### src/rtl/spi_ctrl_tx_pkg.sv
// Shared definitions for the SPI controller transmitter: FSM state encoding,
// default frame parameters, the serial pin bundle and a counter-width helper.
package spi_ctrl_tx_pkg;

    localparam int unsigned SPI_DATA_W  = 8;
    localparam int unsigned SPI_CLK_DIV = 4;

    typedef enum logic [2:0] {
        ST_IDLE  = 3'd0,
        ST_SETUP = 3'd1,
        ST_HIGH  = 3'd2,
        ST_LOW   = 3'd3,
        ST_HOLD  = 3'd4,
        ST_GAP   = 3'd5
    } spi_state_e;

    typedef struct packed {
        logic sclk;
        logic mosi;
        logic cs;
    } spi_pins_t;

    // Width of a counter covering 0..n-1, never narrower than one bit
    function automatic int unsigned cnt_w(input int unsigned n);
        return (n > 1) ? $clog2(n) : 1;
    endfunction

endpackage

### src/rtl/spi_ctrl_tx_if.sv
// Host-side request/status handshake of the SPI controller transmitter.
interface spi_ctrl_tx_if
    import spi_ctrl_tx_pkg::*;
#(
    parameter int unsigned DATA_W = SPI_DATA_W
) ();

    logic              tx_start;
    logic [DATA_W-1:0] tx_data;
    logic              busy;
    logic              done;

    modport master (output tx_start, output tx_data, input busy, input done);
    modport slave  (input tx_start, input tx_data, output busy, output done);

endinterface

### src/rtl/spi_ctrl_tx_clk_div.sv
// Phase timer: counts CLK_DIV clk cycles and flags the last cycle of a phase.
module spi_ctrl_tx_clk_div
    import spi_ctrl_tx_pkg::*;
#(
    parameter int unsigned CLK_DIV = SPI_CLK_DIV
) (
    input  logic clk,
    input  logic rst_n,
    input  logic clear,
    output logic phase_end_c
);

    localparam int unsigned    CNT_W = cnt_w(CLK_DIV);
    localparam logic [CNT_W-1:0] LAST = CNT_W'(CLK_DIV - 1);

    logic [CNT_W-1:0] cnt_q;

    assign phase_end_c = (cnt_q == LAST);

    // Wrapping at phase end restarts the count for the next state
    always_ff @(posedge clk or negedge rst_n) begin
        if (!rst_n) begin
            cnt_q <= '0;
        end else if (clear || phase_end_c) begin
            cnt_q <= '0;
        end else begin
            cnt_q <= cnt_q + CNT_W'(1);
        end
    end

endmodule

### src/rtl/spi_ctrl_tx.sv
// SPI mode-0 controller transmitter, MSB first: one DATA_W-bit word per
// accepted request, with sclk/cs generated from clk via a phase timer.
module spi_ctrl_tx
    import spi_ctrl_tx_pkg::*;
#(
    parameter int unsigned DATA_W  = SPI_DATA_W,
    parameter int unsigned CLK_DIV = SPI_CLK_DIV
) (
    input  logic          clk,
    input  logic          rst_n,
    spi_ctrl_tx_if.slave  host,
    output logic          sclk,
    output logic          mosi,
    output logic          cs
);

    localparam int unsigned      BIT_W    = cnt_w(DATA_W);
    localparam logic [BIT_W-1:0] LAST_BIT = BIT_W'(DATA_W - 1);
    localparam spi_pins_t        PINS_IDLE = '{sclk: 1'b0, mosi: 1'b0, cs: 1'b1};

    spi_state_e        state_q, state_d;
    logic [DATA_W-1:0] shreg_q, shreg_d;
    logic [BIT_W-1:0]  bit_cnt_q, bit_cnt_d;
    spi_pins_t         pins_q, pins_d;
    logic              busy_q, busy_d;
    logic              done_q, done_d;
    logic              phase_end_c;

    spi_ctrl_tx_clk_div #(
        .CLK_DIV (CLK_DIV)
    ) u_clk_div (
        .clk         (clk),
        .rst_n       (rst_n),
        .clear       (state_q == ST_IDLE),
        .phase_end_c (phase_end_c)
    );

    always_ff @(posedge clk or negedge rst_n) begin
        if (!rst_n) begin
            state_q   <= ST_IDLE;
            shreg_q   <= '0;
            bit_cnt_q <= '0;
            pins_q    <= PINS_IDLE;
            busy_q    <= 1'b0;
            done_q    <= 1'b0;
        end else begin
            state_q   <= state_d;
            shreg_q   <= shreg_d;
            bit_cnt_q <= bit_cnt_d;
            pins_q    <= pins_d;
            busy_q    <= busy_d;
            done_q    <= done_d;
        end
    end

    always_comb begin
        state_d   = state_q;
        shreg_d   = shreg_q;
        bit_cnt_d = bit_cnt_q;
        pins_d    = pins_q;
        busy_d    = busy_q;
        done_d    = 1'b0;

        unique case (state_q)
            ST_IDLE: begin
                if (host.tx_start) begin
                    shreg_d     = host.tx_data;
                    pins_d.mosi = host.tx_data[DATA_W-1];
                    pins_d.cs   = 1'b0;
                    busy_d      = 1'b1;
                    bit_cnt_d   = '0;
                    state_d     = ST_SETUP;
                end
            end
            ST_SETUP: begin
                if (phase_end_c) begin
                    pins_d.sclk = 1'b1;
                    state_d     = ST_HIGH;
                end
            end
            ST_HIGH: begin
                if (phase_end_c) begin
                    pins_d.sclk = 1'b0;
                    if (bit_cnt_q == LAST_BIT) begin
                        state_d = ST_HOLD;
                    end else begin
                        // Rotate rather than shift; bits past the frame are never sent
                        shreg_d     = {shreg_q[DATA_W-2:0], shreg_q[DATA_W-1]};
                        pins_d.mosi = shreg_q[DATA_W-2];
                        bit_cnt_d   = bit_cnt_q + BIT_W'(1);
                        state_d     = ST_LOW;
                    end
                end
            end
            ST_LOW: begin
                if (phase_end_c) begin
                    pins_d.sclk = 1'b1;
                    state_d     = ST_HIGH;
                end
            end
            ST_HOLD: begin
                if (phase_end_c) begin
                    pins_d.cs   = 1'b1;
                    pins_d.mosi = 1'b0;
                    done_d      = 1'b1;
                    state_d     = ST_GAP;
                end
            end
            ST_GAP: begin
                if (phase_end_c) begin
                    busy_d  = 1'b0;
                    state_d = ST_IDLE;
                end
            end
            default: begin
                state_d = ST_IDLE;
            end
        endcase
    end

    assign sclk      = pins_q.sclk;
    assign mosi      = pins_q.mosi;
    assign cs        = pins_q.cs;
    assign host.busy = busy_q;
    assign host.done = done_q;

endmodule

### src/flat_wrapper.sv
// flat-port wrapper written by rule: the top's interface ports become plain ports
module spi_ctrl_tx_flat import spi_ctrl_tx_pkg::*;
#(
    parameter int unsigned DATA_W  = SPI_DATA_W,
    parameter int unsigned CLK_DIV = SPI_CLK_DIV
)
  (clk, rst_n, sclk, mosi, cs, host_tx_start, host_tx_data, host_busy, host_done);
  spi_ctrl_tx_if #(.DATA_W(DATA_W)) host_i ();
  input  logic clk;
  input  logic rst_n;
  output logic sclk;
  output logic mosi;
  output logic cs;
  input wire logic [$bits(host_i.tx_start)-1:0] host_tx_start;
  input wire logic [$bits(host_i.tx_data)-1:0] host_tx_data;
  output wire logic [$bits(host_i.busy)-1:0] host_busy;
  output wire logic [$bits(host_i.done)-1:0] host_done;
  assign host_i.tx_start = host_tx_start;
  assign host_i.tx_data = host_tx_data;
  assign host_busy = host_i.busy;
  assign host_done = host_i.done;
  spi_ctrl_tx #(.DATA_W(DATA_W), .CLK_DIV(CLK_DIV)) u_core (.clk(clk), .rst_n(rst_n), .host(host_i), .sclk(sclk), .mosi(mosi), .cs(cs));
endmodule
### config.mk
export PLATFORM = sky130hd
export DESIGN_NAME = spi_ctrl_tx_flat
export DESIGN_NICKNAME = d
export VERILOG_FILES = /design/src/rtl/spi_ctrl_tx_pkg.sv /design/src/rtl/spi_ctrl_tx_if.sv /design/src/rtl/spi_ctrl_tx_clk_div.sv /design/src/rtl/spi_ctrl_tx.sv /design/src/flat_wrapper.sv
export SDC_FILE = /design/constraint.sdc
export NUM_CORES = 1
export LEC_CHECK = 0
export CORE_ASPECT_RATIO = 0.8
export CORE_MARGIN = 2
export CORE_UTILIZATION = 52
export CTS_BUF_LIST = sky130_fd_sc_hd__clkbuf_4 sky130_fd_sc_hd__clkbuf_8 sky130_fd_sc_hd__clkbuf_16
export DETAILED_ROUTE_END_ITERATION = 8
export HOLD_SLACK_MARGIN = 0.05
export PLACE_DENSITY = 0.82
export SYNTH_ARGS = -nofsm -noshare
export SYNTH_HDL_FRONTEND = slang
export SYNTH_SLANG_ARGS = --single-unit
### constraint.sdc
create_clock -name clk -period 2.5 [get_ports clk]
set_input_delay 0.5 -clock clk [delete_from_list [all_inputs] [get_ports clk]]
set_output_delay 0.5 -clock clk [all_outputs]
set_load 0.005 [all_outputs]
# Word-level counts from Yosys, hierarchy flattened
# Index checks and enable logic that the tools add are counted.
# totals
regBits	21
latch_bits	0
ramBits	0
mem_bits_ro	0
input_bits	11
wordCells	67
memories	0
# classes
add_sub_neg	2
multipliers	0
n_div	0
order_cmp	0
n_eq_ne	13
n_shift	0
n_mux	29
bitwise_logic	0
reduce_logical	14
# op_table
op	count
3-bit two-way mux	9
8-bit two-way mux	3
8-bit case mux with 2 select lines	1
3-bit case mux with 5 select lines	1
2-bit inequality test (second input constant)	5
5-bit AND reduction	2
3-bit equality test (second input constant)	3
3-bit AND reduction	3
2-bit two-way mux	4
2-bit nonzero test	4
3-bit by 2-bit equality test with 1-bit output (second input constant)	2
1-bit two-way mux	6
1-bit case mux with 2 select lines	3
3-bit case mux with 2 select lines	1
4-bit AND reduction	1
3-bit by 1-bit adder with 3-bit output (second input constant)	1
3-bit by 1-bit equality test with 1-bit output (second input constant)	1
3-bit logical NOT	1
1-bit case mux with 3 select lines	1
3-bit nonzero test	1
2-bit by 1-bit adder with 2-bit output (second input constant)	1
2-bit equality test (second input constant)	1
2-bit by 1-bit inequality test with 1-bit output (second input constant)	1
2-bit OR reduction	1
1-bit logical OR	1

# Depth between registers and ports, before layout
# Gate-level depths: netlist of run 1.
# depth
word_depth	4
depth_mapped	5
ltp_nobuf	5

# Modules after synthesis
# From an unflattened synthesis of run 1, not the netlist that was laid out.
# hier_totals
hier_cells	93
hier_area_um2	1116.1
# by_module_without_submodules
module	n_inst	cells_per_inst	area_per_inst_um2
spi_ctrl_tx	1	88	1031.0
spi_ctrl_tx_clk_div	1	5	85.1

# Worst setup path before layout of run 1
# OpenSTA, ideal clock, no wires.
# synth_path
path_type	register -> register
startpoint	reg u_core.bit_cnt_q[0]
endpoint	reg u_core.shreg_q[0]
setup_time_ns	0.125
arrival_ns	1.703
t_required_ns	2.375
setup_slack_ns	0.672
path_stages_with_launch	6
period_less_slack_ns	1.828
cell_sequence	dfrtp_1 -> ha_1 -> ha_1 -> nand3b_4 -> a211oi_4 -> mux2_2
# synth_between
elab_chain_len	3
# synth_lines
item	line	source
start: declaration	spi_ctrl_tx.sv:23	logic [BIT_W-1:0] bit_cnt_q, bit_cnt_d;
start signal: assignment	spi_ctrl_tx.sv:49	bit_cnt_q <= bit_cnt_d;
3-bit equality test	spi_ctrl_tx.sv:84	if (bit_cnt_q == LAST_BIT) begin
2-bit inequality test (no line)	--	
4-bit AND reduction (no line)	--	
end signal: assignment	spi_ctrl_tx.sv:48	shreg_q <= shreg_d;
end: declaration	spi_ctrl_tx.sv:22	logic [DATA_W-1:0] shreg_q, shreg_d;
# Every way passes these cells.
# A chain may end at the register's enable or synchronous reset.

# Worst setup path after layout of run 1
# layout_path
startpoint	reg u_core.bit_cnt_q[0]
endpoint	reg u_core.shreg_q[2]
# The elaborated chain is that of the path after synthesis.

==> results.yml, run 1 <==
global_route:
  grt_pass1_wl_um: 2950
  grt_use_met1: 0.233
  antenna_found_initial: 0
  gr-max-usage-layer: "met2"
  gr-total-overflow: 0
  grt.total_usage: 0.173
  grt_max_degree: 15
  grt_use_met3: 0.0304
  grt_pass1_vias: 674
  met2_usage: 0.275
synth:
  synth_fp_nets: 99
  ys_ff_latch: 21
  avgSynthCellArea_um2: 12.4
  ys_types: 28
  yosysSeqAreaShare: 0.501
  syn_inst: 85
  netlist_area_um2: 1050
  ys_warn_count: 0
worst_setup_path:
  crit_fanout: 8
  crit_type: "reg -> reg"
  crit_path_frequent_cell: "ha_1"
  critPathSlowestCell: "a211oi_4"
  cp_cell_sequence: "ha_1, ha_1, nand3b_4, a211oi_4, mux2_2"
  reg2reg_from: "u_core.bit_cnt_q[0]$_DFFE_PN0P_"
  crit_path_end_kind: "flip-flop"
  r2r-end: "u_core.shreg_q[2]$_DFFE_PN0P_"
  r2r_cells: 5
  critPathArrivalTime_ns: 2.18
  cp_slowest_stage_delay_ns: 0.48
  critical_path_required_ns: 2.69
  start_kind: "flip-flop"
  regToRegSetupSlack_ns: 0.51
placed_design:
  finalWeightedCongestion: 0.831
  post-dp-hpwl_um: 1250
  portBuffers: 15
detailed_routing:
  viasPerCell: 5.58
  wl_um: 1660
  vias: 697
  drtPass1Iterations: 4
  ant_nets: 0
  drc: 0
  initialDrtViolationCount: 7
  wl_per_cell_um: 13.3
floorplan:
  rows: 14
  die_w_um: 54.3
  die_area_um2: 2400
  io_pins: 16
  die_h_um: 44.2
  core_um2: 1890
  start_util: 0.556
clocking:
  clk_pin_slew_ns: 0.11
  hold_buffers: 0
  post_cts_buffers: 0
  htree_levels: 1
  root_buffer: "clkbuf_4"
  clockBufferDepth: 2
  clk_latency_ns: 0.29
  cts_sinks: 21
  cts_tree: "yes"
  cts.repair.resized: 0
  cts_buffers: 3
sta:
  final.period_utilization: 0.796
  setup_viol: 0
  slew_viol_final: 0
  relSlewSlack: 0.592
  fin_crit_ns: 1.99
  timing.fmax_mhz: 503
  finClkSkew_ns: 0.00313
  rsz0062_at_grt: "false"
  hold_violations: 0
  worst_pin_slew_ns: 0.610
  fin_setup_tns_ns: 0
  hold_ws_ns: 0.463
final_layout:
  post_route_cells_drive_above_1_share: 0.277
  syn_to_final_growth_pct: 17.7
  utilization: 0.655
  final_cell_mix: "dfrtp_1, mux2_2, clkdlybuf4s50_1"
  antennaDiodeCount: 0
  final_common_cell: "dfrtp_1"
  fin_nets: 116
hold_path:
  hold_depth: 1
  hold_path_class: "reg -> reg"
  hold_start: "u_core.u_clk_div.cnt_q[0]$_DFF_PN0_"
  hold_end: "u_core.u_clk_div.cnt_q[0]$_DFF_PN0_"
run:
  cap_viol_max_count: 0
pwr:
  leakage_uw: 0.000461
  ir_drop_mv: 0.291
  power_density_nw_per_um2: 448
run_status:
  status: "finished, final reports clean"
cell usage after synthesis, drive strengths merged:
master / n / area, µm²
a211o: 1 / 10.0
a211oi: 1 / 20.0
a21oi: 3 / 15.0
a22o: 2 / 17.5
a31o: 1 / 8.76
buf: 4 / 31.3
dfrtp: 20 / 500
dfstp: 1 / 26.3
ha: 3 / 37.5
inv: 5 / 18.8
mux2: 15 / 169
mux2i: 3 / 30.0
nand2: 5 / 18.8
nand2b: 1 / 8.76
nand3b: 2 / 27.5
nor2: 4 / 15.0
nor3: 2 / 10.0
nor3b: 2 / 20.0
o21ai: 4 / 20.0
o22a: 1 / 8.76
o22ai: 1 / 6.26
o2bb2ai: 1 / 8.76
o32ai: 2 / 17.5
or2: 1 / 6.26
cells by family after synthesis:
family,Yosys count,synth area share
flops,21,0.501
fa+ha+maj,3,0.0357
buf+inv,9,0.0476
simple gates,17,0.101
compound gates,17,0.126
mux,18,0.189
sequential cells by signal, indices dropped and copies added, names as in the netlist, 2 cells and up:
register	flops
u_core.shreg_q	8
u_core.state_q	3
u_core.bit_cnt_q	3
u_core.u_clk_div.cnt_q	2
metal layers:
| metal | vias up | wire length (µm) | part of all wire |
|---|---|---|---|
| met5 | - | 0 | 0 |
| met4 | 0 | 0 | 0 |
| met3 | 0 | 64 | 0.039 |
| met2 | 16 | 804 | 0.49 |
| met1 | 341 | 788 | 0.48 |
| li1 | 340 | - | - |
critical path: cells and delay by family (launching register included):
kind / cells / cell delay (ns)
fa+ha+maj: 2 / 0.42
mux: 1 / 0.39
flops: 1 / 0.41
compound gates: 1 / 0.48
simple gates: 1 / 0.18
through the flow:
stage          cells  power [µW]  setup slack, ns  cell area [µm²]
2_1_floorplan     85         369            0.672             1050
3_3_place_gp     121         395            0.415             1210
3_5_place_dp     121         397            0.383             1210
4_1_cts          125         567            0.483             1240
5_1_grt          125         583            0.392             1240
6_report         125         555            0.510             1240
power breakdown:
group	total [µW]	internal [µW]	switching [µW]
clock	165	72.9	92.5
combinational	39.1	25.5	13.7
sequential	351	347	3.58
total	555	445	110
cell type report:
cell class	instances	area [µm²]
Clock buffer	4	30.0
Fill cell	153	653
Inverter	5	18.8
Multi-Input combinational cell	55	475
Sequential cell	21	527
Tap cell	24	30.0
Timing Repair Buffer	16	158
worst max-delay path by stage:
stage	slack, ns	cells past startpoint	startpoint	endpoint
after floorplan	0.67	5	u_core.bit_cnt_q[0]$_DFFE_PN0P_	u_core.shreg_q[0]$_DFFE_PN0P_
after global placement	0.42	4	host_tx_start	u_core.shreg_q[4]$_DFFE_PN0P_
after detailed placement	0.38	4	host_tx_start	u_core.shreg_q[2]$_DFFE_PN0P_
after CTS	0.48	5	u_core.bit_cnt_q[0]$_DFFE_PN0P_	u_core.shreg_q[2]$_DFFE_PN0P_
after global routing	0.39	5	u_core.bit_cnt_q[0]$_DFFE_PN0P_	u_core.shreg_q[2]$_DFFE_PN0P_
final	0.51	5	u_core.bit_cnt_q[0]$_DFFE_PN0P_	u_core.shreg_q[2]$_DFFE_PN0P_
No activity file was read; power rests on OpenSTA's default activity.
==> run 2: changes to the inputs <==
CORE_UTILIZATION = 47   (was 52)
PLACE_DENSITY = 0.79   (was 0.82)
clock period = 1.75 ns   (was 2.5 ns; I/O delays follow)
==> run 2 against run 1 <==
Sequential cell count unchanged; non-clock buffer count is 12 higher; clock power up 53%; die area grew 9.7%; cell count increased by 10%; sequential share of layout area fell by 4.7 points; sequential power grew 43%; first-iteration DRC count increased by 130%; combinational power up 68%; clock-buffer cell count unchanged.
==> results.yml, run 2 (synthesized netlist as in run 1, its figures left out) <==
run:
  cap_viol_max_count: 0
final_layout:
  antennaDiodeCount: 0
  fill_cells: 166
  final_cell_mix: "dfrtp_1, clkdlybuf4s50_1, buf_4"
  post_route_cells_drive_above_1_share: 0.381
  seq_area_um2: 527
  fin_nets: 128
  final_common_cell: "dfrtp_1"
  syn_to_final_growth_pct: 32.5
  top_regs: "u_core.shreg_q (8), u_core.bit_cnt_q (3), u_core.state_q (3)"
  largest_reg_flops: 8
  top_register: "u_core.shreg_q"
  multi_input_area_um2: 524
floorplan:
  die_h_um: 46.3
  start_util: 0.492
  die_w_um: 56.9
  io_pins: 16
  core_um2: 2140
  die_area_um2: 2640
  rows: 15
run_status:
  status: "finished, final reports clean"
global_route:
  grt_pass1_vias: 749
  gr-total-overflow: 0
  grt_pass1_wl_um: 3510
  grt_max_degree: 14
  antenna_found_initial: 0
  grt.total_usage: 0.181
worst_setup_path:
  start_kind: "flip-flop"
  r2r-end: "u_core.shreg_q[1]$_DFFE_PN0P_"
  critPathSlowestCell: "dfrtp_1"
  r2r_cells: 6
  crit_fanout: 8
  critical_path_required_ns: 1.96
  critPathTopFamily: "flip-flops"
  reg2reg_from: "u_core.bit_cnt_q[1]$_DFFE_PN0P_"
  cp_slowest_stage_delay_ns: 0.40
  critPathArrivalTime_ns: 1.95
  crit_type: "reg -> reg"
  crit_path_end_kind: "flip-flop"
  path_buf_inv: 1
  cp_cell_sequence: "ha_2, ha_4, nand3b_4, a211oi_4, buf_12, mux2_4"
  regToRegSetupSlack_ns: 0.005
sta:
  finClkSkew_ns: 0.00267
  setup_slack_ns: 0.00550
  worst_pin_slew_ns: 0.356
  slew_viol_final: 0
  relSlewSlack: 0.761
  timing.fmax_mhz: 573
  fin_setup_tns_ns: 0
  fin_crit_ns: 1.74
  final.period_utilization: 0.997
  rsz0062_at_grt: "true"
  hold_violations: 0
  setup_viol: 0
detailed_routing:
  wl_per_cell_um: 15.0
  viasPerCell: 5.54
  drtPass1Iterations: 4
  ant_nets: 0
  initialDrtViolationCount: 16
  drc: 0
  wl_um: 2070
  vias: 765
clocking:
  clk_pin_slew_ns: 0.11
  htree_levels: 1
  cts_sinks: 21
  clockBufferDepth: 2
  cts_tree: "yes"
  clk_latency_ns: 0.31
  hold_buffers: 0
  root_buffer: "clkbuf_4"
  cts_buffers: 3
placed_design:
  finalWeightedCongestion: 0.790
  post-dp-hpwl_um: 1530
  portBuffers: 15
  pre_cts_ws_ns: -0.0852
pwr:
  power_density_nw_per_um2: 588
  ir_drop_mv: 0.450
  leakage_uw: 0.000549
hold_path:
  hold_path_class: "in -> async"
[run 2: cell types whose count changed in the layout (fill, tap and decap cells not counted), moves of 2 or more]
| cell | change |
|---|---|
| ha_1 | -2 |
| mux2_2 | -7 |
| buf_4 | +11 |
| mux2_4 | +7 |
[run 2: how the worst max path moves through the flow]
| stage | depth (start not counted) | slack [ns] | start | endpoint |
|---|---|---|---|---|
| 6_report | 6 | 0.005 | u_core.bit_cnt_q[1]$_DFFE_PN0P_ | u_core.shreg_q[1]$_DFFE_PN0P_ |
| 5_1_grt | 6 | -0.07 | u_core.bit_cnt_q[1]$_DFFE_PN0P_ | u_core.shreg_q[1]$_DFFE_PN0P_ |
| 4_1_cts | 6 | -0.04 | u_core.bit_cnt_q[1]$_DFFE_PN0P_ | u_core.shreg_q[1]$_DFFE_PN0P_ |
| 3_5_place_dp | 5 | -0.09 | host_tx_start | u_core.shreg_q[3]$_DFFE_PN0P_ |
| 3_3_place_gp | 5 | -0.07 | host_tx_start | u_core.shreg_q[5]$_DFFE_PN0P_ |
| 2_1_floorplan | 5 | -0.03 | u_core.bit_cnt_q[0]$_DFFE_PN0P_ | u_core.shreg_q[0]$_DFFE_PN0P_ |
[run 2: power by group]
| group | total, µW | internal (µW) | switching (µW) | leakage [µW] |
|---|---|---|---|---|
| sequential | 501 | 496 | 5.78 | 0.000239 |
| clock | 252 | 105 | 148 | 0.0000184 |
| combinational | 65.8 | 44.1 | 21.7 | 0.000292 |
[run 2: layer usage]
layer  part of all wire  track usage  up-vias  routed length (µm)
met2               0.49        0.301       12                1010
met3              0.036       0.0590        4                  75
met1               0.46        0.234      388                 961
met4              0.011       0.0419        0                  22
li1                   -            -      361                   -
met5                  0            0        -                   0
[run 2: area by class of cell]
class,count,area share
Timing Repair Buffer,28,0.189
Sequential cell,21,0.378
Inverter,5,0.0135
Tap cell,25,0.0224
Multi-Input combinational cell,55,0.376
Clock buffer,4,0.0215
[run 2: metrics by stage]
step | hold slack [ns] | power (µW) | instances | utilization | area (µm²)
3_5_place_dp | 0.441 | 573 | 132 | 0.612 | 1310
2_1_floorplan | 0.0544 | 528 | 85 | - | 1060
5_1_grt | 0.348 | 860 | 138 | 0.651 | 1390
6_report | 0.339 | 820 | 138 | 0.651 | 1390
3_3_place_gp | 0.427 | 571 | 132 | 0.612 | 1310
4_1_cts | 0.346 | 824 | 137 | 0.643 | 1380
[run 2: timing repair]
action                                  4_1_cts  5_1_grt
pin swaps                                     2        1
endpoints found under the setup margin        6        9
cloned                                        0        0
resized for setup                             6        2
setup buffers                                 1        1
[run 2: worst register-to-register path, stage by stage (launching register included)]
cell      delay, ns
dfrtp_1        0.40
ha_2           0.20
ha_4           0.16
nand3b_4       0.16
a211oi_4       0.25
buf_12         0.17
mux2_4         0.30
==> run 3: changes to the inputs <==
CORE_UTILIZATION = 49   (was 47)
CTS_BUF_LIST = sky130_fd_sc_hd__clkbuf_8   (was sky130_fd_sc_hd__clkbuf_4 sky130_fd_sc_hd__clkbuf_8 sky130_fd_sc_hd__clkbuf_16)
PLACE_DENSITY = 0.81   (was 0.79)
==> run 3 against run 2 <==
Sequential share of layout area grew 0.068 points; non-clock buffer count is 1 lower; critical endpoint is now u_core.shreg_q[6]$_DFFE_PN0P_; largest power group unchanged; maximum frequency increased by 1.4%; first-iteration DRC count decreased by 100%; final area shrank 0.18%; clock power is 29% higher; combinational power is 3.6% lower; highest routed layer unchanged; global-route usage rose by 1.4 points.
==> results.yml, run 3 (synthesized netlist as in run 1, its figures left out) <==
global_route:
  grt_max_degree: 15
  grt.total_usage: 0.195
  antenna_found_initial: 0
  grt_pass1_wl_um: 3580
  gr-total-overflow: 0
  grt_pass1_vias: 766
clocking:
  clk_pin_slew_ns: 0.08
  cts_tree: "yes"
  cts_sinks: 21
  clockBufferDepth: 2
  root_buffer: "clkbuf_8"
  clk_latency_ns: 0.27
  cts_buffers: 3
  htree_levels: 1
  hold_buffers: 0
run:
  cap_viol_max_count: 0
floorplan:
  die_h_um: 45.5
  die_w_um: 55.8
  io_pins: 16
  start_util: 0.541
  core_um2: 1940
  rows: 14
  die_area_um2: 2540
final_layout:
  post_route_cells_drive_above_1_share: 0.366
  antennaDiodeCount: 0
  syn_to_final_growth_pct: 32.2
  seq_area_um2: 527
  fin_area_um2: 1390
  final_common_cell: "dfrtp_1"
  top_regs: "u_core.shreg_q (8), u_core.bit_cnt_q (3), u_core.state_q (3)"
  fill_cells: 137
  utilization: 0.716
  multi_input_area_um2: 517
  final_cell_mix: "dfrtp_1, clkdlybuf4s50_1, buf_4"
  largest_reg_flops: 8
  top_register: "u_core.shreg_q"
  fin_nets: 127
worst_setup_path:
  r2r-end: "u_core.shreg_q[6]$_DFFE_PN0P_"
  cp-endpoint: "u_core.shreg_q[6]$_DFFE_PN0P_"
  reg2reg_from: "u_core.bit_cnt_q[1]$_DFFE_PN0P_"
  crit_fanout: 8
  regToRegSetupSlack_ns: 0.03
  critical_path_required_ns: 1.90
  critPathArrivalTime_ns: 1.87
  crit_path_start: "u_core.bit_cnt_q[1]$_DFFE_PN0P_"
  crit_path_end_kind: "flip-flop"
  start_kind: "flip-flop"
  r2r_cells: 6
  crit_type: "reg -> reg"
pwr:
  leakage_uw: 0.000547
  power_density_nw_per_um2: 639
  ir_drop_mv: 0.646
detailed_routing:
  initialDrtViolationCount: 0
  vias: 705
  drtPass1Iterations: 1
  wl_per_cell_um: 14.4
  viasPerCell: 5.18
  drc: 0
  wl_um: 1960
  ant_nets: 0
sta:
  final.period_utilization: 0.983
  fin_crit_ns: 1.72
  setup_viol: 0
  hold_violations: 0
  slew_viol_final: 0
  rsz0062_at_grt: "true"
  worst_pin_slew_ns: 0.410
  relSlewSlack: 0.725
  timing.fmax_mhz: 581
  finClkSkew_ns: 0.00537
placed_design:
  finalWeightedCongestion: 0.883
  postPlaceCellArea_um2: 1290
  portBuffers: 15
  post-dp-hpwl_um: 1410
hold_path:
  hold_path_class: "in -> async"
run_status:
  status: "finished, final reports clean"
run 3: changes by cell type in the layout (fill, tap and decap cells not counted):
cell             delta
o32ai_2             -1
dlymetal6s2s_1      -1
clkbuf_8            +3
o32ai_1             +1
clkbuf_4            -4
buf_4               -1
clkdlybuf4s50_1     +1
clkinv_2            +1
run 3: repair_timing:
| action | CTS | global route |
|---|---|---|
| resized for setup | 6 | 0 |
| buffers inserted | 2 | 1 |
| endpoints found under the setup margin | 5 | 7 |
| pin swaps | 2 | 1 |
run 3: layer usage:
layer / GRT usage / vias to the layer above / share of wire
li1: - / 359 / -
met4: 0.114 / 0 / 0.027
met2: 0.281 / 9 / 0.42
met1: 0.263 / 333 / 0.51
met5: 0 / - / 0
met3: 0.0625 / 4 / 0.036
run 3: how the worst min path moves through the flow:
| stage | endpoint | slack, ns |
|---|---|---|
| floorplan | u_core.bit_cnt_q[0]$_DFFE_PN0P_ | 0.05 |
| global placement | u_core.u_clk_div.cnt_q[0]$_DFF_PN0_ | 0.43 |
| detailed placement | u_core.u_clk_div.cnt_q[0]$_DFF_PN0_ | 0.45 |
| CTS | u_core.state_q[0]$_DFFE_PN0P_ | 0.36 |
| global route | u_core.state_q[0]$_DFFE_PN0P_ | 0.38 |
| finish | u_core.state_q[0]$_DFFE_PN0P_ | 0.35 |
run 3: final cells by class:
| class | count | share of cell area |
|---|---|---|
| clock inverters | 1 | 0.00360 |
| flip-flops and latches | 21 | 0.379 |
| inverters | 5 | 0.0135 |
| well taps | 24 | 0.0216 |
| clock buffers | 3 | 0.0297 |
| repair buffers | 27 | 0.182 |
| multi-input cells | 55 | 0.371 |
run 3: per-stage QoR:
step	total power [µW]	worst slack, ns	hold WS (ns)	instances	setup TNS [ns]
after floorplan	528	-0.0316	0.0544	85	-0.158
after global placement	568	-0.0720	0.425	129	-0.434
after detailed placement	571	-0.101	0.448	129	-0.591
after CTS	905	-0.0120	0.360	135	-0.0368
after global routing	927	-0.0395	0.380	136	-0.228
final	889	0.0297	0.346	136	0
run 3: worst max-delay path: stages, from the launching register on:
cell and delay (ns):
dfrtp_1 0.39, ha_2 0.20, ha_4 0.15, nand3b_4 0.16, a211oi_4 0.25, buf_12 0.17
mux2_4 0.30
run 3: power breakdown:
group / switching, µW / internal (µW)
Clock: 166 / 159
Combinational: 20.8 / 42.5
Sequential: 5.71 / 496
